### config.mk
export PLATFORM = sky130hd
export DESIGN_NAME = result_scheduler
export DESIGN_NICKNAME = d
export VERILOG_FILES = /design/src/rtl/result_scheduler.sv
export SDC_FILE = /design/constraint.sdc
export NUM_CORES = 1
export LEC_CHECK = 0
export CAP_MARGIN = 15
export CORE_AREA = 2 2 91 93
export CTS_CLUSTER_DIAMETER = 60
export CTS_CLUSTER_SIZE = 10
export DETAILED_ROUTE_END_ITERATION = 8
export DIE_AREA = 0 0 93 95
export PLACE_DENSITY = 0.94
export SYNTH_ARGS = -nofsm -noshare
export SYNTH_HDL_FRONTEND = slang
export SYNTH_SLANG_ARGS = --single-unit
### constraint.sdc
create_clock -name CGRA_CLK_I -period 2.7 [get_ports CGRA_CLK_I]
set_input_delay 0.27 -clock CGRA_CLK_I [delete_from_list [all_inputs] [get_ports CGRA_CLK_I]]
set_output_delay 0.27 -clock CGRA_CLK_I [all_outputs]
set_load 0.1 [all_outputs]
### src/rtl/result_scheduler.sv
// Round-robin scheduler sharing the result write-back master between NUM_SRC FIFO heads,
// with per-set tag transaction insertion. Optional watchdog: define RESULT_SCHED_TIMEOUT_EN.
`ifndef MASTER_DATA_WIDTH
`define MASTER_DATA_WIDTH 32
`endif

module result_scheduler #(
  parameter int unsigned NUM_SRC        = 4,
  parameter int unsigned DATA_WIDTH     = `MASTER_DATA_WIDTH,
  parameter int unsigned TIMEOUT_CYCLES = 1024
) (
  input  logic                          CGRA_CLK_I,
  input  logic                          RST_I,
  input  logic                          EN_I,
  input  logic                          SET_START_I,
  input  logic [NUM_SRC-1:0]            SRC_REQ_I,
  input  logic [NUM_SRC*8-1:0]          SRC_LEN_I,
  input  logic [NUM_SRC*DATA_WIDTH-1:0] SRC_DATA_I,
  output logic [NUM_SRC-1:0]            SRC_POP_O,
  output logic                          START_TRANSACTION_O,
  output logic                          START_IS_NEW_TRANSACTION_SET_O,
  output logic                          INCREMENT_TARGET_ADDR_O,
  output logic [7:0]                    START_TRANSACTION_LENGTH_O,
  output logic [DATA_WIDTH-1:0]         DATA_TO_SEND_O,
  input  logic                          DATA_TRANSFER_COMPLETED_I,
  input  logic                          WAITING_FOR_ADDR_TRANSFER_I,
  output logic [NUM_SRC-1:0]            GRANT_O,
  output logic                          BUSY_O,
  output logic                          ERROR_O
);

  localparam int unsigned PTR_W = (NUM_SRC > 1) ? $clog2(NUM_SRC) : 1;
  localparam int unsigned LEN_W = 8;

  if (NUM_SRC < 2 || NUM_SRC > 8 || TIMEOUT_CYCLES == 0) begin : g_bad_param
    $error("result_scheduler: NUM_SRC must be 2..8 and TIMEOUT_CYCLES nonzero");
  end

  typedef enum logic [2:0] {IDLE, INC, TAG_START, TAG_WAIT, ARB, START, DATA, DRAIN} state_t;

  state_t             state_q, state_d;
  logic               set_pending_q, set_active_q, tag_seen_q, burst_done_q;
  logic [PTR_W-1:0]   ptr_q, gidx_q, gnt_idx_c, idx_c;
  logic [NUM_SRC-1:0] grant_q;
  logic [LEN_W-1:0]   len_q, cnt_q, len_sel_c, start_len_c;
  logic               gnt_found_c, beat_c, last_beat_c, inc_entry_c, timeout_c;
  logic               inc_c, start_c, tag_c;
  logic [DATA_WIDTH-1:0] data_c;

  // Cyclic search for the first requester after the round-robin pointer
  always_comb begin
    gnt_found_c = 1'b0;
    gnt_idx_c   = '0;
    idx_c       = '0;
    for (int unsigned k = 1; k <= NUM_SRC; k++) begin
      idx_c = PTR_W'((32'(ptr_q) + k) % NUM_SRC);
      if (!gnt_found_c && SRC_REQ_I[idx_c]) begin
        gnt_found_c = 1'b1;
        gnt_idx_c   = idx_c;
      end
    end
  end

  always_comb begin
    len_sel_c = '0;
    for (int unsigned k = 0; k < NUM_SRC; k++) begin
      if (PTR_W'(k) == gnt_idx_c) len_sel_c = SRC_LEN_I[k*LEN_W +: LEN_W];
    end
  end

  always_comb begin
    data_c = '0;
    for (int unsigned k = 0; k < NUM_SRC; k++) begin
      if (grant_q[k]) data_c = SRC_DATA_I[k*DATA_WIDTH +: DATA_WIDTH];
    end
  end

  // Beats are counted whatever EN_I says; burst_done_q swallows any beyond len
  assign beat_c      = (state_q == DATA) && DATA_TRANSFER_COMPLETED_I && !burst_done_q;
  assign last_beat_c = beat_c && (cnt_q == len_q);
  assign inc_entry_c = (state_q == IDLE) && (state_d == INC);

  always_ff @(posedge CGRA_CLK_I) begin
    if (RST_I) state_q <= IDLE;
    else       state_q <= state_d;
  end

  always_comb begin
    state_d     = state_q;
    inc_c       = 1'b0;
    start_c     = 1'b0;
    tag_c       = 1'b0;
    start_len_c = '0;
    case (state_q)
      IDLE: begin
        if (EN_I) begin
          if (set_pending_q)                 state_d = INC;
          else if (set_active_q && |SRC_REQ_I) state_d = ARB;
        end
      end
      INC: begin
        if (EN_I) begin
          inc_c   = 1'b1;
          state_d = TAG_START;
        end
      end
      TAG_START: begin
        tag_c = 1'b1;
        if (EN_I) begin
          start_c = 1'b1;
          state_d = TAG_WAIT;
        end
      end
      TAG_WAIT: begin
        tag_c = !tag_seen_q;
        if (EN_I && tag_seen_q && !WAITING_FOR_ADDR_TRANSFER_I) state_d = IDLE;
      end
      ARB: begin
        if (EN_I) state_d = gnt_found_c ? START : IDLE;
      end
      START: begin
        start_len_c = len_q;
        if (EN_I) begin
          start_c = 1'b1;
          state_d = DATA;
        end
      end
      DATA: begin
        if (EN_I && (burst_done_q || last_beat_c)) state_d = DRAIN;
      end
      DRAIN: begin
        if (EN_I && !WAITING_FOR_ADDR_TRANSFER_I) state_d = IDLE;
      end
      default: state_d = IDLE;
    endcase
    if (timeout_c) state_d = IDLE;
  end

  always_ff @(posedge CGRA_CLK_I) begin
    if (RST_I) begin
      set_pending_q <= 1'b0;
      set_active_q  <= 1'b0;
      tag_seen_q    <= 1'b0;
      burst_done_q  <= 1'b0;
      ptr_q         <= PTR_W'(NUM_SRC - 1);
      gidx_q        <= '0;
      grant_q       <= '0;
      len_q         <= '0;
      cnt_q         <= '0;
    end else begin
      set_pending_q <= SET_START_I | (set_pending_q & ~inc_entry_c);
      if (state_q == TAG_START)                               tag_seen_q <= 1'b0;
      else if (state_q == TAG_WAIT && DATA_TRANSFER_COMPLETED_I) tag_seen_q <= 1'b1;
      if (state_q == TAG_WAIT && state_d == IDLE && !timeout_c) set_active_q <= 1'b1;
      if (state_q == ARB && state_d == START) begin
        gidx_q       <= gnt_idx_c;
        grant_q      <= NUM_SRC'(1) << gnt_idx_c;
        len_q        <= len_sel_c;
        cnt_q        <= '0;
        burst_done_q <= 1'b0;
      end
      if (beat_c) begin
        cnt_q <= cnt_q + 1'b1;
        if (last_beat_c) burst_done_q <= 1'b1;
      end
      if (state_q == DRAIN && state_d == IDLE) ptr_q <= gidx_q;
      if (state_q != IDLE && state_d == IDLE)  grant_q <= '0;
    end
  end

`ifdef RESULT_SCHED_TIMEOUT_EN
  localparam int unsigned TMR_W = $clog2(TIMEOUT_CYCLES + 1);

  logic [TMR_W-1:0] tmr_q;
  logic             error_q, wait_st_c;

  assign wait_st_c = state_q inside {TAG_WAIT, DATA, DRAIN};
  assign timeout_c = wait_st_c && !DATA_TRANSFER_COMPLETED_I &&
                     (tmr_q == TMR_W'(TIMEOUT_CYCLES - 1));

  // Watchdog restarts on every completion and every state change
  always_ff @(posedge CGRA_CLK_I) begin
    if (RST_I) begin
      tmr_q   <= '0;
      error_q <= 1'b0;
    end else begin
      if (timeout_c) error_q <= 1'b1;
      if (DATA_TRANSFER_COMPLETED_I || state_d != state_q || !wait_st_c) tmr_q <= '0;
      else                                                               tmr_q <= tmr_q + 1'b1;
    end
  end

  assign ERROR_O = error_q;
`else
  assign timeout_c = 1'b0;
  assign ERROR_O   = 1'b0;
`endif

  assign SRC_POP_O                      = (beat_c && !RST_I) ? grant_q : '0;
  assign START_TRANSACTION_O            = start_c;
  assign START_IS_NEW_TRANSACTION_SET_O = tag_c;
  assign INCREMENT_TARGET_ADDR_O        = inc_c;
  assign START_TRANSACTION_LENGTH_O     = start_len_c;
  assign DATA_TO_SEND_O                 = data_c;
  assign GRANT_O                        = grant_q;
  assign BUSY_O                         = (state_q != IDLE);

endmodule

==> results.md <==
- Status: finished, final reports clean
- I/O pin total: 223
- CTS Buffer Depth: 2
- Sink Count: 31
- Worst EP arrival: 2.08 ns
- Share of layout cells above drive strength 1: 0.2006
- Post-CTS Hold Buffers: 0
- Core footprint: 7928 um2
- Worst slew pin tran: 0.5557 ns
- Antenna Nets Post-Route: 0
- Max-cap violations: 0
- Final Util: 0.7532
- Wire per inst: 18.36 um
- Fill cells: 531
- Final HPWL DP: 10.66 mm
- Starting DRT DRC Count: 149
- Final setup margin: 0.3461 ns
- Ys Warns: 0
- Remaining DRCs: 0
- Seq cells post-synth: 31
- Max IR drop VDD: 429.9 uV
- Pwr per Cell Area: 208.5 nW/um2
- FF-to-FF setup slack: 0.62 ns
- TritonCTS Buffers: 5
- Multi-input logic area: 2424 um2
- Vias/cell: 5.537
- Final period util: 0.8718
- Top_reg_cell synth: dfxtp_1
- Clock skew: 0.004752 ns
- Syn avg cell area: 6.880 um2
- Grt total ovfl: 0
- Syn nets: 586
- CTS tree: built
- Startpoint types: register
- CP max FO: 14
- 1st-pass router iterations: 8
- Routed WL: 13.29 mm
- Worst skew pair latency: 0.28 ns
- Root Driver: clkbuf_8
- Die Y-Extent: 95 um
- GRT Total Usage: 0.2761
- Post-synthesis sequential area ratio: 0.2174
- Nets: 788
- Worst Hold Class: reg -> reg
- Routed via count: 4009
- Critical path endpoint category: output port
- Syn Inst Count: 415
- Initial core utilization: 0.3602
- Design area: 5971 um2
- GPL Wtd Cong: 0.8995
- Final setup viols: 0
- Die Area: 8835 um2
- Placed cell area: 5868 um2
- First-pass GRT wire length: 19.42 mm
- Clock transition at the registers of the reported paths: 0.06 ns
- Post-synthesis cell type count: 43
- Post-Syn Area: 2855 um2
- Dpl ws: 0.3301 ns
- H-tree Lvls: 2
- WS Path Type: reg -> out
- RSZ-0062 raised after global routing: no
- Synthesis-to-layout area growth: 109.1%
- Setup repair bufs after CTS: 0
- Slew HR: 0.6290
- Vias in the first global route: 3892
- Max frequency: 424.8 MHz
- Hold Fails Final Rpt: 0
- P_leak: 2.181 nW
- Asr flop ratio synth: 0
- Register area: 625.6 um2
- Post-layout minimum cycle time: 2.354 ns
- Largest net degree at the start of global routing: 46
- Post-synth EDFFs: 0
- Required time of the worst setup path: 2.43 ns
- Core Rows: 33
- Cts repair resizes: 0
- Max Transition Viols Final: 0
- Chip width: 93 um
- Initial antenna violation count: 1
- Buffers on Ports: 221
## flip-flops by register name (all words and copies together) (netlist names)
register,flops
GRANT_O,4
state_q,3
set_active_q,1
tag_seen_q,1
set_pending_q,1
cnt_q,8
burst_done_q,1
len_q,8
gidx_q,2
ptr_q,2
## layer usage
layer / track usage / vias up / part of all wire
met2: 0.5187 / 199 / 0.52
met5: 0 / - / 0
met3: 0.06464 / 39 / 0.088
met4: 0.1029 / 0 / 0.032
met1: 0.3008 / 1856 / 0.36
li1: - / 1915 / -
## power breakdown
part           internal (mW)  switching, mW
clock                  0.232          0.173
sequential             0.459        0.00829
combinational          0.249          0.123
## worst max-delay path: stages (launching register included)
cell and delay (ns):
dfxtp_1 0.67, nor2b_1 0.30, nand3_1 0.12, buf_4 0.21, nor3b_2 0.27, buf_12 0.21
## cell type report
| cell class | instances | area share |
|---|---|---|
| diodes | 1 | 0.0004191 |
| clock buffers | 8 | 0.01676 |
| inverters | 4 | 0.002515 |
| multi-input cells | 342 | 0.4059 |
| flip-flops and latches | 31 | 0.1048 |
| well taps | 105 | 0.02200 |
| repair buffers | 233 | 0.4476 |
## path summary, 6_finish.rpt
check	from	to	cells past startpoint
worst max-delay path	state_q[1]	SRC_POP_O[0]	5
worst min-delay path	gidx_q[1]	gidx_q[1]	2
worst max register to register	state_q[1]	len_q[6]	4
worst min register to register	gidx_q[1]	gidx_q[1]	2
## cells in the mapped netlist, types with 2 or more instances
library cell | n | share of area
xnor2_1 | 8 | 0.025
nand3b_1 | 14 | 0.037
nor3_1 | 6 | 0.011
buf_6 | 2 | 0.0079
and2_1 | 9 | 0.020
a211oi_2 | 2 | 0.0088
o21ai_0 | 40 | 0.070
and3_1 | 4 | 0.0088
a31oi_1 | 3 | 0.0066
mux2i_1 | 17 | 0.060
nand3_1 | 10 | 0.018
dfxtp_1 | 31 | 0.22
inv_1 | 4 | 0.0053
a211oi_1 | 4 | 0.011
a22oi_1 | 32 | 0.084
nor2_1 | 50 | 0.066
nand4_1 | 2 | 0.0044
a41oi_1 | 2 | 0.0061
o221ai_2 | 8 | 0.042
a21oi_1 | 50 | 0.088
nor3b_1 | 4 | 0.011
clkbuf_1 | 26 | 0.034
o21bai_1 | 2 | 0.0053
nand2_1 | 52 | 0.068
or3_1 | 5 | 0.011
buf_2 | 8 | 0.014
nor2b_1 | 4 | 0.0088
## placed cells by master, fill, tap and decap left out, types with 7 or more instances in the layout
cell / n
a21oi_1: 50
nand3b_1: 14
a22oi_1: 32
o21ai_0: 8
and2_1: 9
o21ai_4: 28
buf_12: 40
nor2_1: 50
clkdlybuf4s50_1: 169
nand2_1: 52
o221ai_2: 8
xnor2_1: 8
nand3_1: 10
buf_4: 24
clkbuf_8: 7
dfxtp_1: 29
mux2i_1: 17
## logic make-up (layout without fill, tap and decap cells)
logic type	Yosys count	in the layout	share of synthesized area
XOR/XNOR	8	8	0.02454
AND/OR/NAND/NOR	167	167	0.2901
multiplexers	17	17	0.05960
adder cells (fa/ha/maj)	1	1	0.004381
other	1	2	0.001313
buffers and inverters	42	245	0.06573
flip-flops	31	31	0.2174
AO/OA/AOI/OAI	148	148	0.3370
## per-stage QoR
step	power, mW	instances	hold WS (ns)	setup TNS [ns]
floorplan	0.5688	415	0.3874	-1.356
global placement	0.8351	715	0.4464	0
detailed placement	0.8447	715	0.4552	0
CTS	1.242	723	0.4638	0
global route	1.282	723	0.4921	0
finish	1.245	724	0.4655	0
(Power assumes the default switching activity.)
